<file path="config.mk">
export PLATFORM = sky130hd
export DESIGN_NAME = axi_master_wrapper
export DESIGN_NICKNAME = d
export VERILOG_FILES = /design/src/rtl/axi_pkg.sv /design/src/rtl/axi_beat_counter.sv /design/src/rtl/axi_master_wrapper.sv
export SDC_FILE = /design/constraint.sdc
export NUM_CORES = 1
export LEC_CHECK = 0
export CAP_MARGIN = 20
export CORE_AREA = 2 2 122 124
export DETAILED_ROUTE_END_ITERATION = 10
export DIE_AREA = 0 0 124 126
export PLACE_DENSITY = 0.65
export SKIP_LAST_GASP = 1
export SLEW_MARGIN = 20
export SYNTH_ARGS = -nofsm -noshare
export SYNTH_HDL_FRONTEND = slang
export SYNTH_SLANG_ARGS = --single-unit
</file>
<file path="constraint.sdc">
create_clock -name aclk -period 3.5 [get_ports aclk]
set_input_delay 0.35 -clock aclk [delete_from_list [all_inputs] [get_ports aclk]]
set_output_delay 0.35 -clock aclk [all_outputs]
set_load 0.01 [all_outputs]
</file>
<file path="src/rtl/axi_pkg.sv">
// Shared types, AXI encodings and helper functions for the AXI master wrapper.
package axi_pkg;

    typedef enum logic [2:0] {
        ST_IDLE = 3'd0,
        ST_AR   = 3'd1,
        ST_R    = 3'd2,
        ST_AW   = 3'd3,
        ST_W    = 3'd4,
        ST_B    = 3'd5
    } state_t;

    localparam logic [1:0] RESP_OKAY   = 2'b00;
    localparam logic [1:0] RESP_EXOKAY = 2'b01;
    localparam logic [1:0] RESP_SLVERR = 2'b10;
    localparam logic [1:0] RESP_DECERR = 2'b11;

    localparam logic [1:0] BURST_INCR  = 2'b01;

    // The response encodings are ordered by severity, so the worse of two
    // responses is simply the numerically larger one.
    function automatic logic [1:0] resp_max(input logic [1:0] a, input logic [1:0] b);
        return (a > b) ? a : b;
    endfunction

    // AxSIZE encoding: log2 of the number of bytes per beat.
    function automatic logic [2:0] size_enc(input int bytes);
        logic [2:0] enc;
        enc = 3'd0;
        for (int i = 0; i < 8; i++) begin
            if ((1 << i) == bytes) begin
                enc = 3'(i);
            end
        end
        return enc;
    endfunction

endpackage

</file>
<file path="src/rtl/axi_beat_counter.sv">
// Beat counter shared by the read and write data phases; flags the final beat.
module axi_beat_counter
    import axi_pkg::*;
#(
    parameter int LEN_WIDTH = 8
) (
    input  logic                 clk,
    input  logic                 rst_n,
    input  logic                 clear,
    input  logic                 inc,
    input  logic [LEN_WIDTH-1:0] len,
    output logic                 is_last
);

    // One extra bit so a full 2^LEN_WIDTH burst never wraps the counter.
    logic [LEN_WIDTH:0] count;

    // Count data handshakes, restarting at zero when a new burst is accepted.
    always_ff @(posedge clk) begin
        if (!rst_n) begin
            count <= '0;
        end else if (clear) begin
            count <= '0;
        end else if (inc) begin
            count <= count + 1'b1;
        end
    end

    assign is_last = (count == {1'b0, len});

endmodule

</file>
<file path="src/rtl/axi_master_wrapper.sv">
// Single-outstanding core request to AXI4 INCR burst master.
module axi_master_wrapper
    import axi_pkg::*;
#(
    parameter int                    ID_WIDTH   = 4,
    parameter int                    ADDR_WIDTH = 32,
    parameter int                    DATA_WIDTH = 32,
    parameter int                    LEN_WIDTH  = 8,
    parameter logic [ID_WIDTH-1:0]   MST_ID     = 4'd1
) (
    input  logic                      aclk,
    input  logic                      areset_n,

    input  logic                      req_valid,
    output logic                      req_ready,
    input  logic                      req_write,
    input  logic [ADDR_WIDTH-1:0]     req_addr,
    input  logic [LEN_WIDTH-1:0]      req_len,

    input  logic                      wd_valid,
    output logic                      wd_ready,
    input  logic [DATA_WIDTH-1:0]     wd_data,
    input  logic [DATA_WIDTH/8-1:0]   wd_strb,

    output logic                      rd_valid,
    input  logic                      rd_ready,
    output logic [DATA_WIDTH-1:0]     rd_data,
    output logic                      rd_last,

    output logic                      done_valid,
    output logic [1:0]                done_resp,

    output logic [ID_WIDTH-1:0]       awid,
    output logic [ADDR_WIDTH-1:0]     awaddr,
    output logic [LEN_WIDTH-1:0]      awlen,
    output logic [2:0]                awsize,
    output logic [1:0]                awburst,
    output logic                      awvalid,
    input  logic                      awready,

    output logic [DATA_WIDTH-1:0]     wdata,
    output logic [DATA_WIDTH/8-1:0]   wstrb,
    output logic                      wlast,
    output logic                      wvalid,
    input  logic                      wready,

    input  logic [ID_WIDTH-1:0]       bid,
    input  logic [1:0]                bresp,
    input  logic                      bvalid,
    output logic                      bready,

    output logic [ID_WIDTH-1:0]       arid,
    output logic [ADDR_WIDTH-1:0]     araddr,
    output logic [LEN_WIDTH-1:0]      arlen,
    output logic [2:0]                arsize,
    output logic [1:0]                arburst,
    output logic                      arvalid,
    input  logic                      arready,

    input  logic [ID_WIDTH-1:0]       rid,
    input  logic [DATA_WIDTH-1:0]     rdata,
    input  logic [1:0]                rresp,
    input  logic                      rlast,
    input  logic                      rvalid,
    output logic                      rready
);

    localparam logic [2:0] AXSIZE = size_enc(DATA_WIDTH / 8);

    state_t                state;
    logic [ADDR_WIDTH-1:0] addr_reg;
    logic [LEN_WIDTH-1:0]  len_reg;
    logic [1:0]            err_reg;

    logic                  accept;
    logic                  r_hs;
    logic                  w_hs;
    logic                  is_last;
    logic                  r_end;
    logic [1:0]            r_merged;
    logic [1:0]            b_merged;

    assign accept = (state == ST_IDLE) && req_ready && req_valid;
    assign r_hs   = (state == ST_R) && rvalid && rd_ready;
    assign w_hs   = (state == ST_W) && wd_valid && wready;

    // A read ends on the slave's rlast or on the expected last beat, whichever comes first.
    assign r_end  = rlast || is_last;

    axi_beat_counter #(
        .LEN_WIDTH (LEN_WIDTH)
    ) u_beat_counter (
        .clk     (aclk),
        .rst_n   (areset_n),
        .clear   (accept),
        .inc     (r_hs || w_hs),
        .len     (len_reg),
        .is_last (is_last)
    );

    // Fold the current R beat's response, ID check and rlast check into the running error.
    always_comb begin
        logic [1:0] beat_resp;
        beat_resp = rresp;
        if ((rid != MST_ID) || (rlast != is_last)) begin
            beat_resp = resp_max(beat_resp, RESP_SLVERR);
        end
        r_merged = resp_max(err_reg, beat_resp);
    end

    // Fold the B response and its ID check into the running error.
    always_comb begin
        logic [1:0] beat_resp;
        beat_resp = bresp;
        if (bid != MST_ID) begin
            beat_resp = resp_max(beat_resp, RESP_SLVERR);
        end
        b_merged = resp_max(err_reg, beat_resp);
    end

    // Transaction sequencer with registered handshake and completion outputs.
    always_ff @(posedge aclk) begin
        if (!areset_n) begin
            state      <= ST_IDLE;
            req_ready  <= 1'b0;
            awvalid    <= 1'b0;
            arvalid    <= 1'b0;
            bready     <= 1'b0;
            done_valid <= 1'b0;
            done_resp  <= RESP_OKAY;
            addr_reg   <= '0;
            len_reg    <= '0;
            err_reg    <= RESP_OKAY;
        end else begin
            done_valid <= 1'b0;
            case (state)
                ST_IDLE: begin
                    if (accept) begin
                        req_ready <= 1'b0;
                        addr_reg  <= req_addr;
                        len_reg   <= req_len;
                        err_reg   <= RESP_OKAY;
                        if (req_write) begin
                            awvalid <= 1'b1;
                            state   <= ST_AW;
                        end else begin
                            arvalid <= 1'b1;
                            state   <= ST_AR;
                        end
                    end else begin
                        req_ready <= 1'b1;
                    end
                end
                ST_AR: begin
                    if (arready) begin
                        arvalid <= 1'b0;
                        state   <= ST_R;
                    end
                end
                ST_R: begin
                    if (r_hs) begin
                        err_reg <= r_merged;
                        if (r_end) begin
                            done_valid <= 1'b1;
                            done_resp  <= r_merged;
                            state      <= ST_IDLE;
                        end
                    end
                end
                ST_AW: begin
                    if (awready) begin
                        awvalid <= 1'b0;
                        state   <= ST_W;
                    end
                end
                ST_W: begin
                    if (w_hs && is_last) begin
                        bready <= 1'b1;
                        state  <= ST_B;
                    end
                end
                ST_B: begin
                    if (bvalid) begin
                        bready     <= 1'b0;
                        err_reg    <= b_merged;
                        done_valid <= 1'b1;
                        done_resp  <= b_merged;
                        state      <= ST_IDLE;
                    end
                end
                default: begin
                    state <= ST_IDLE;
                end
            endcase
        end
    end

    // Address channels present the captured request; fixed fields only while valid.
    assign awaddr  = addr_reg;
    assign awlen   = len_reg;
    assign awid    = awvalid ? MST_ID : '0;
    assign awsize  = awvalid ? AXSIZE : 3'd0;
    assign awburst = awvalid ? BURST_INCR : 2'b00;

    assign araddr  = addr_reg;
    assign arlen   = len_reg;
    assign arid    = arvalid ? MST_ID : '0;
    assign arsize  = arvalid ? AXSIZE : 3'd0;
    assign arburst = arvalid ? BURST_INCR : 2'b00;

    // Read data passes straight through to the core while in the R phase.
    assign rready   = (state == ST_R) && rd_ready;
    assign rd_valid = (state == ST_R) && rvalid;
    assign rd_data  = (state == ST_R) ? rdata : '0;
    assign rd_last  = (state == ST_R) && rlast;

    // Write data passes straight through to the slave while in the W phase.
    assign wvalid   = (state == ST_W) && wd_valid;
    assign wd_ready = (state == ST_W) && wready;
    assign wdata    = (state == ST_W) ? wd_data : '0;
    assign wstrb    = (state == ST_W) ? wd_strb : '0;
    assign wlast    = (state == ST_W) && is_last;

endmodule
</file>
After elaboration in Yosys (flattened, before gate mapping)
Index checks and enable logic that the tools add are counted.
{"block": "word_totals", "ff_bits": 61, "wordCells": 110, "in_bits": 132, "output_inout_bits": 179}
{"block": "op_classes", "n_eq_ne": 18, "n_addsub": 1, "bitwise_logic": 1, "magnitude_cmp": 4, "mux": 47, "n_reduce_logical": 28}
{"cell": "$mux W32", "n": 2}
{"cell": "$mux W2", "n": 14}
{"cell": "$mux W3", "n": 7}
{"cell": "$ne A2 B2 Y1 const B", "n": 9}
{"cell": "$pmux W3 S6", "n": 1}
{"cell": "$mux W1", "n": 16}
{"cell": "$reduce_and A4 Y1", "n": 4}
{"cell": "$logic_and A1 B1 Y1", "n": 11}
{"cell": "$add A9 B1 Y9 const B", "n": 1}
{"cell": "$eq A9 B8 Y1", "n": 1}
{"cell": "$ne A4 B1 Y1 const B", "n": 2}
{"cell": "$pmux W1 S2", "n": 4}
{"cell": "$reduce_bool A2 Y1", "n": 4}
{"cell": "$reduce_and A7 Y1", "n": 1}
{"cell": "$eq A3 B2 Y1 const B", "n": 2}
{"cell": "$eq A3 B3 Y1 const B", "n": 2}
{"cell": "$pmux W2 S3", "n": 1}
{"cell": "$gt A2 B2 Y1", "n": 2}
{"cell": "$gt A2 B2 Y1 const B", "n": 2}
{"cell": "$mux W4", "n": 1}
{"cell": "$pmux W2 S2", "n": 1}
{"cell": "$eq A3 B1 Y1 const B", "n": 1}
{"cell": "$logic_not A3 Y1", "n": 1}
{"cell": "$logic_or A1 B1 Y1", "n": 3}
{"cell": "other kinds (6)", "n": 6}

Depth between registers and ports, before layout
Gate-level depths: netlist (run 1).
{"block": "depth", "depth_word": 9, "ltp_mapped": 13, "depth_no_buf": 13}

Cells and area by module
Synthesis (run 1) repeated with hierarchy kept, for this count alone.
{"block": "unflattened", "hier_cells": 471, "area_unflattened_um2": 3671.0}
{"module": "axi_master_wrapper", "n_inst": 1, "area_each_um2": 3168.0, "cells_each": 415}
{"module": "axi_beat_counter", "n_inst": 1, "area_each_um2": 503.0, "cells_each": 56}

Worst setup path after synthesis (run 1)
Ideal clock, no wire load.
{"block": "synth_path", "kind": "register to register", "startpoint": "register len_reg[0], in the netlist arlen[0]", "endpoint": "register done_resp[0]", "path_stages_with_launch": 14, "path_slack_ps": 463, "n_path_buf": 0, "arrival_ps": 2912, "setup_ps": 124, "t_required_ps": 3376, "cell_sequence": "dfxtp_1 > xnor2_1 > nand3_1 > or4_1 > ha_1 > nor4_1 > nand2_1 > nor2_1 > ha_1 > nand2b_1 > a221o_1 > o2111ai_1 > o21a_1 > a21oi_1"}
{"block": "synth_between", "elab_chain_len": 9, "word_cells_on_any_way": 12, "cone_classes": "order compare (1); eq/ne (3); mux (5); reduce/logical (3)"}
{"item": "from (decl)", "line": "axi_master_wrapper.sv:72", "source": "logic [LEN_WIDTH-1:0] len_reg;"}
{"item": "from (signal assigned)", "line": "axi_master_wrapper.sv:141", "source": "len_reg <= req_len;"}
{"item": "$eq A9 B8 Y1 *", "line": "axi_beat_counter.sv:29", "source": "assign is_last = (count == {1'b0, len});"}
{"item": "$ne A1 B1 Y1", "line": "axi_master_wrapper.sv:105", "source": "if ((rid != MST_ID) || (rlast != is_last)) begin"}
{"item": "$logic_or A1 B1 Y1", "line": "axi_master_wrapper.sv:105"}
{"item": "$mux W2", "line": "axi_master_wrapper.sv:105"}
{"item": "$gt A2 B2 Y1", "line": "axi_pkg.sv:23", "source": "return (a > b) ? a : b;"}
{"item": "$mux W2", "line": "axi_pkg.sv:23"}
{"item": "$mux W2", "line": "axi_master_wrapper.sv:163", "source": "if (r_end) begin"}
{"item": "$mux W2", "line": "axi_master_wrapper.sv:161", "source": "if (r_hs) begin"}
{"item": "$pmux W2 S2", "line": "axi_master_wrapper.sv:136", "source": "case (state)"}
{"item": "to (signal assigned)", "line": "axi_master_wrapper.sv:165", "source": "done_resp <= r_merged;"}
{"item": "to (signal assigned)", "line": "axi_master_wrapper.sv:187", "source": "done_resp <= b_merged;"}
{"item": "to (decl)", "line": "axi_master_wrapper.sv:31", "source": "output logic [1:0] done_resp,"}
Mark *: on every way between the ends. The rest lies on a longest branch, timed or not. The select of a mux whose other input is x is not followed.
A chain may end at the register's enable or synchronous reset.

Final worst setup path (run 1)
{"block": "layout_path", "startpoint": "register u_beat_counter.count[4]", "endpoint": "register done_resp[0]"}
{"block": "layout_between", "elab_chain_len": 9, "word_cells_on_any_way": 12, "cone_classes": "order compare (1); eq/ne (3); mux (5); reduce/logical (3)"}
{"item": "from (decl)", "line": "axi_beat_counter.sv:16", "source": "logic [LEN_WIDTH:0] count;"}
{"item": "from (signal assigned)", "line": "axi_beat_counter.sv:25", "source": "count <= count + 1'b1;"}
{"item": "$eq A9 B8 Y1 *", "line": "axi_beat_counter.sv:29"}
{"item": "$ne A1 B1 Y1", "line": "axi_master_wrapper.sv:105"}
{"item": "$logic_or A1 B1 Y1", "line": "axi_master_wrapper.sv:105"}
{"item": "$mux W2", "line": "axi_master_wrapper.sv:105"}
{"item": "$gt A2 B2 Y1", "line": "axi_pkg.sv:23"}
{"item": "$mux W2", "line": "axi_pkg.sv:23"}
{"item": "$mux W2", "line": "axi_master_wrapper.sv:163"}
{"item": "$mux W2", "line": "axi_master_wrapper.sv:161"}
{"item": "$pmux W2 S2", "line": "axi_master_wrapper.sv:136"}
Marks and branches as above.

==> results of run 1 <==
final timing paths:
check | startpoint | to | slack [ns] | cells after the start
setup / recovery | u_beat_counter.count[4] | done_resp[0] | 0.23 | 13
setup reg to reg | u_beat_counter.count[4] | done_resp[0] | 0.23 | 13
hold reg to reg | araddr[2] | araddr[2] | 0.48 | 2
hold / removal | araddr[2] | araddr[2] | 0.48 | 2
through the flow:
stage	hold WS [ns]	utilization, %	total power (W)	std cells	setup WS [ns]
after floorplan	0.4713	-	0.001613	491	0.4634
after global placement	0.4609	45.42	0.002262	891	0.2700
after detailed placement	0.4645	45.42	0.002286	891	0.08247
after CTS	0.4749	47.58	0.003243	907	0.05931
after global routing	0.4931	47.65	0.003412	907	0.02462
final	0.4755	47.65	0.003207	907	0.2291
logic make-up (layout without fill, tap and decap cells):
group,after synthesis,in the layout
buffers and inverters,93,325
XOR/XNOR,15,15
flip-flops,61,61
AND/OR/NAND/NOR,225,225
AO/OA/AOI/OAI,72,72
multiplexers,5,5
adder cells (fa/ha/maj),8,8
other,1,12
cells in the mapped netlist (2+ instances only):
cell type and instances:
o21ai_0 7, inv_1 5, nor3_1 4, nand3_1 3, nand2b_1 4, o2111ai_1 2
ha_1 8, nor3b_1 2, a21boi_0 33, mux2i_1 5, and2_1 38, o21a_1 4
dfxtp_1 61, and3_1 41, o211a_1 2, a21boi_1 8, or4_1 2, a21oi_1 5
or3b_1 2, clkbuf_1 29, xor2_1 7, nand2_1 96, buf_4 58, nor2_1 20
nor2b_1 4, nand4_1 4, xnor2_1 8
metal layers:
metal	wire [um]	share of wire (%)	global-route usage, %
met1	5485	38	18.61
met2	6999	49	31.09
met3	1595	11	6.431
met5	0	0	0
met4	184	1.3	5.552
timing repair:
action / CTS / global route
endpoints found under the hold margin: 0 / 0
resized for setup: 0 / 2
setup endpoints to repair: 0 / 2
critical path: stages, from the launching register on:
cell       delay [ns]
dfxtp_1          0.42
xnor2_1          0.17
nand3_1          0.11
or4_4            0.53
ha_1             0.31
nor4_2           0.25
nand2_1          0.11
nor2_1           0.16
ha_1             0.28
nand2b_1         0.17
a221o_1          0.31
o2111ai_1        0.10
o21a_1           0.15
a21oi_1          0.06
area by class of cell:
class | instances | area [um2] | share of cell area (%)
clock buffers | 12 | 236.5 | 3.467
clock inverters | 4 | 72.57 | 1.064
inverters | 5 | 18.77 | 0.2752
multi-input cells | 337 | 2018 | 29.59
flip-flops and latches | 61 | 1221 | 17.90
well taps | 184 | 230.2 | 3.376
repair buffers | 304 | 3023 | 44.32
power breakdown:
part / switching, W / internal (W) / total [W] / leakage, nW
clock: 0.000310 / 0.000622 / 0.000933 / 0.147
sequential: 0.000115 / 0.000787 / 0.000902 / 0.495
combinational: 0.000630 / 0.000742 / 0.00137 / 2.02
total: 0.00106 / 0.00215 / 0.00321 / 2.66
==> results_dict.tcl, run 1 <==
set metrics [dict create \
    synthToLayoutAreaGrowth_pct 82.19 \
    netlist_instances 480 \
    antenna_found_initial 0 \
    clkTransAtPathRegs_ns 0.05 \
    required_ns 3.70 \
    hold_viol 0 \
    num_vias 4081 \
    overflow 0 \
    ant_nets 0 \
    track_usage_pct 17.33 \
    crit_path_end_kind "flop" \
    drc 0 \
    routed_wl_um 14270 \
    synthSimpleGateAreaFrac_pct 30.15 \
    grt_pass1_vias 4036 \
    maxCapViolCount 0 \
    cp_max_fo 5 \
    finClkSkew_ns 0.006020 \
    gp_congestion 0.8738 \
    cts_buffers 9 \
    first_pass_iters 4 \
    cts_tree "done" \
    cts_sinks 61 \
    largest_reg_flops 32 \
    finalSetupTns_ns 0 \
    post-route-period-util_pct 93.45 \
    die_h_um 126 \
    hold_path_class "reg -> reg" \
    synth_edf_count 0 \
    drt_iter0_markers 134 \
    wl_per_cell_um 15.73 \
    fmax_mhz 305.7 \
    insertion_delay_ns 0.33 \
    slew_violations 0 \
    ir_drop_v 0.0002666 \
    dpl_cell_area_um2 6501 \
    final_common_cell "clkdlybuf4s50_1" \
    syn_avg_cell_area_um2 7.799 \
    synth_top_family_by_area "simple AND/OR/NAND/NOR gates" \
    synth-seq-cells 61 \
    synth.area.top_cells "dfxtp_1 (33%), buf_4 (12%), nand2_1 (9.6%), and3_1 (6.9%), a21boi_0 (6.6%)" \
    final_cell_mix "clkdlybuf4s50_1 (297), nand2_1 (96), dfxtp_1 (61), and3_1 (41), and2_1 (38)" \
    fin_area_um2 6820 \
    num_rows 44 \
    postCtsHoldBufs 0 \
    synth_compound_area_share_pct 14.44 \
    dieArea_um2 15620 \
    die_x_um 124 \
    worst_setup_path_start_kind "flop" \
    grt_pass1_wl_um 21050 \
    ys_types 45 \
    htreeDepth 3 \
    p_per_area_nw_per_um2 470.2 \
    synth_largest_area_cell "dfxtp_1" \
    viasPerCell 4.499 \
    cts_buffer_depth 2 \
    period_needed_ns 3.271 \
    grt_max_degree 55 \
    critPathKind "reg -> reg" \
    worst_pin_slew_ns 0.5325 \
    synth_top_flop_cell "dfxtp_1" \
    ys_async_sr_fraction_pct 0 \
    netlist_area_um2 3744 \
    yosysWarnings 0 \
    synthAdderAreaFrac_pct 2.674 \
    grt_setup_unrepaired "no" \
    yosys.area.top_type_share_pct 32.62 \
    start_util_pct 26.15 \
    cts_root_buffer "clkbuf_16" \
    hpwl_um 11170 \
    ios 311 \
    layout.nets 858 \
    layout-drive-gt1-share_pct 3.873 \
    arrival_ns 3.47 \
    core_um2 14310 \
    relSlewSlack_pct 64.20 \
    synth_xor_area_share_pct 3.509 \
    status "finished clean" \
    n_fill_cell 1361 \
    setup_viol 0 \
    leakage_nw 2.658 \
    synth_seq_area_share_pct 32.62 \
    diodes 0 \
    synth_mux_area_share_pct 1.337 \
    port_buffers 298 \
    postCtsSetupBuffers 0 \
]
Power figures use the tool's default switching activity.
==> inputs of run 2 (changes only) <==
Settings changed: CTS_BUF_LIST set to sky130_fd_sc_hd__clkbuf_4 sky130_fd_sc_hd__clkbuf_8 sky130_fd_sc_hd__clkbuf_16.
==> run 2 against run 1 <==
  * Maximum frequency about the same
  * First-iteration DRC count down 6.0%
  * Clock power up 2.4%
  * Sequential cell count unchanged
  * Combinational power about the same
  * Critical endpoint unchanged
  * Largest power group unchanged
==> results_dict.tcl, run 2 (same netlist as run 1, synthesis figures left out) <==
set metrics [dict create \
    worst_pin_slew_ns 0.5325 \
    dpl_cell_area_um2 6501 \
    grt_pass1_vias 4045 \
    worstPathBufferInverterCount 0 \
    routed_wl_um 14280 \
    finClkSkew_ns 0.006043 \
    ir_drop_v 0.0002843 \
    first_pass_iters 4 \
    hpwl_um 11170 \
    num_rows 44 \
    slew_violations 0 \
    cts_sinks 61 \
    largest_reg_flops 32 \
    required_ns 3.70 \
    viasPerCell 4.499 \
    hold_viol 0 \
    cts_buffers 9 \
    cp_max_fo 5 \
    ios 311 \
    status "finished clean" \
    htreeDepth 3 \
    num_vias 4081 \
    start_util_pct 26.15 \
    drc 0 \
    leakage_nw 2.669 \
    relSlewSlack_pct 64.20 \
    drt_iter0_markers 126 \
    gp_congestion 0.8738 \
    dieArea_um2 15620 \
    p_per_area_nw_per_um2 472.8 \
    arrival_ns 3.47 \
    fmax_mhz 305.7 \
    period_needed_ns 3.271 \
    diodes 0 \
    ant_nets 0 \
    die_x_um 124 \
    cts_root_buffer "clkbuf_16" \
    track_usage_pct 17.34 \
    crit_path_top_delay_cell "or4_4" \
    synthToLayoutAreaGrowth_pct 82.49 \
    finalSetupTns_ns 0 \
    die_h_um 126 \
    wl_per_cell_um 15.74 \
    critPathMaxStageDelay_ns 0.53 \
    layout.nets 858 \
    fin_area_um2 6832 \
    grt_setup_unrepaired "no" \
    overflow 0 \
    final_common_cell "clkdlybuf4s50_1" \
    crit_top_cell "ha_1" \
    core_um2 14310 \
    crit_path_end_kind "flop" \
    grt_pass1_wl_um 21060 \
    postCtsSetupBuffers 0 \
    stdcell_count 907 \
    n_fill_cell 1359 \
    total_power_w 0.003230 \
    hold_path_class "reg -> reg" \
    min_delay_path_depth 2 \
    maxCapViolCount 0 \
    final_cell_mix "clkdlybuf4s50_1 (297), nand2_1 (96), dfxtp_1 (61), and3_1 (41), and2_1 (38)" \
    cp.depth 13 \
    insertion_delay_ns 0.33 \
    setup_viol 0 \
    dp.cells 891 \
    cts_tree "done" \
    r2r_cells 13 \
    grt_max_degree 55 \
    post-route-period-util_pct 93.45 \
    crit_family "simple AND/OR/NAND/NOR gates" \
    layout-drive-gt1-share_pct 4.288 \
    worst_setup_path_start_kind "flop" \
    port_buffers 298 \
    cts_buffer_depth 2 \
    antenna_found_initial 0 \
    clkTransAtPathRegs_ns 0.05 \
    path_cells "xnor2_1 -> nand3_1 -> or4_4 -> ha_1 -> nor4_2 -> nand2_1 -> nor2_1 -> ha_1 -> nand2b_1 -> a221o_1 -> o2111ai_1 -> o21a_1 -> a21oi_1" \
    critPathKind "reg -> reg" \
]
==> run 2: cell counts in the layout (fill, tap and decap cells not counted) <==
No cell type changed its count.
==> run 2: cell type report <==
| class | count | area, um2 | area share [%] |
|---|---|---|---|
| Clock inverter | 4 | 72.57 | 1.062 |
| Clock buffer | 12 | 247.7 | 3.626 |
| Sequential cell | 61 | 1221 | 17.88 |
| Timing Repair Buffer | 304 | 3023 | 44.25 |
| Multi-Input combinational cell | 337 | 2018 | 29.54 |
| Tap cell | 184 | 230.2 | 3.370 |
| Inverter | 5 | 18.77 | 0.2747 |
==> run 2: through the flow <==
stage | setup WS (ns) | hold slack, ns | util (%)
floorplan | 0.4634 | 0.4713 | -
global placement | 0.2700 | 0.4609 | 45.42
detailed placement | 0.08247 | 0.4645 | 45.42
CTS | 0.05934 | 0.4749 | 47.66
global route | 0.02463 | 0.4931 | 47.73
finish | 0.2291 | 0.4754 | 47.73
==> run 2: repair_timing <==
item / 4_1_cts / 5_1_grt
hold buffers: 0 / 0
setup endpoints to repair: 0 / 2
resized for setup: 0 / 2
hold endpoints to repair: 0 / 0
==> run 2: routing by layer <==
layer,vias up,global-route usage (%),part of all wire (%)
met3,11,6.431,11
met1,1873,18.58,39
met2,202,31.16,49
met5,-,0,0
li1,1995,-,-
met4,0,5.552,1.3
==> run 2: worst register-to-register path, stage by stage, from the launching register on <==
cell,delay (ns)
dfxtp_1,0.42
xnor2_1,0.17
nand3_1,0.11
or4_4,0.53
ha_1,0.31
nor4_2,0.25
nand2_1,0.11
nor2_1,0.17
ha_1,0.28
nand2b_1,0.17
a221o_1,0.31
o2111ai_1,0.10
o21a_1,0.15
a21oi_1,0.06
==> run 2: power by group <==
group	total, W	internal, W	switching, W
clock	0.000955	0.000646	0.000310
sequential	0.000902	0.000787	0.000115
combinational	0.00137	0.000742	0.000631
==> run 2: worst paths after layout <==
path                                 from            to  slack (ns)
hold / removal                  araddr[2]     araddr[2]        0.48
setup / recovery  u_beat_counter.count[4]  done_resp[0]        0.23
setup reg to reg  u_beat_counter.count[4]  done_resp[0]        0.23
hold reg to reg                 araddr[2]     araddr[2]        0.48
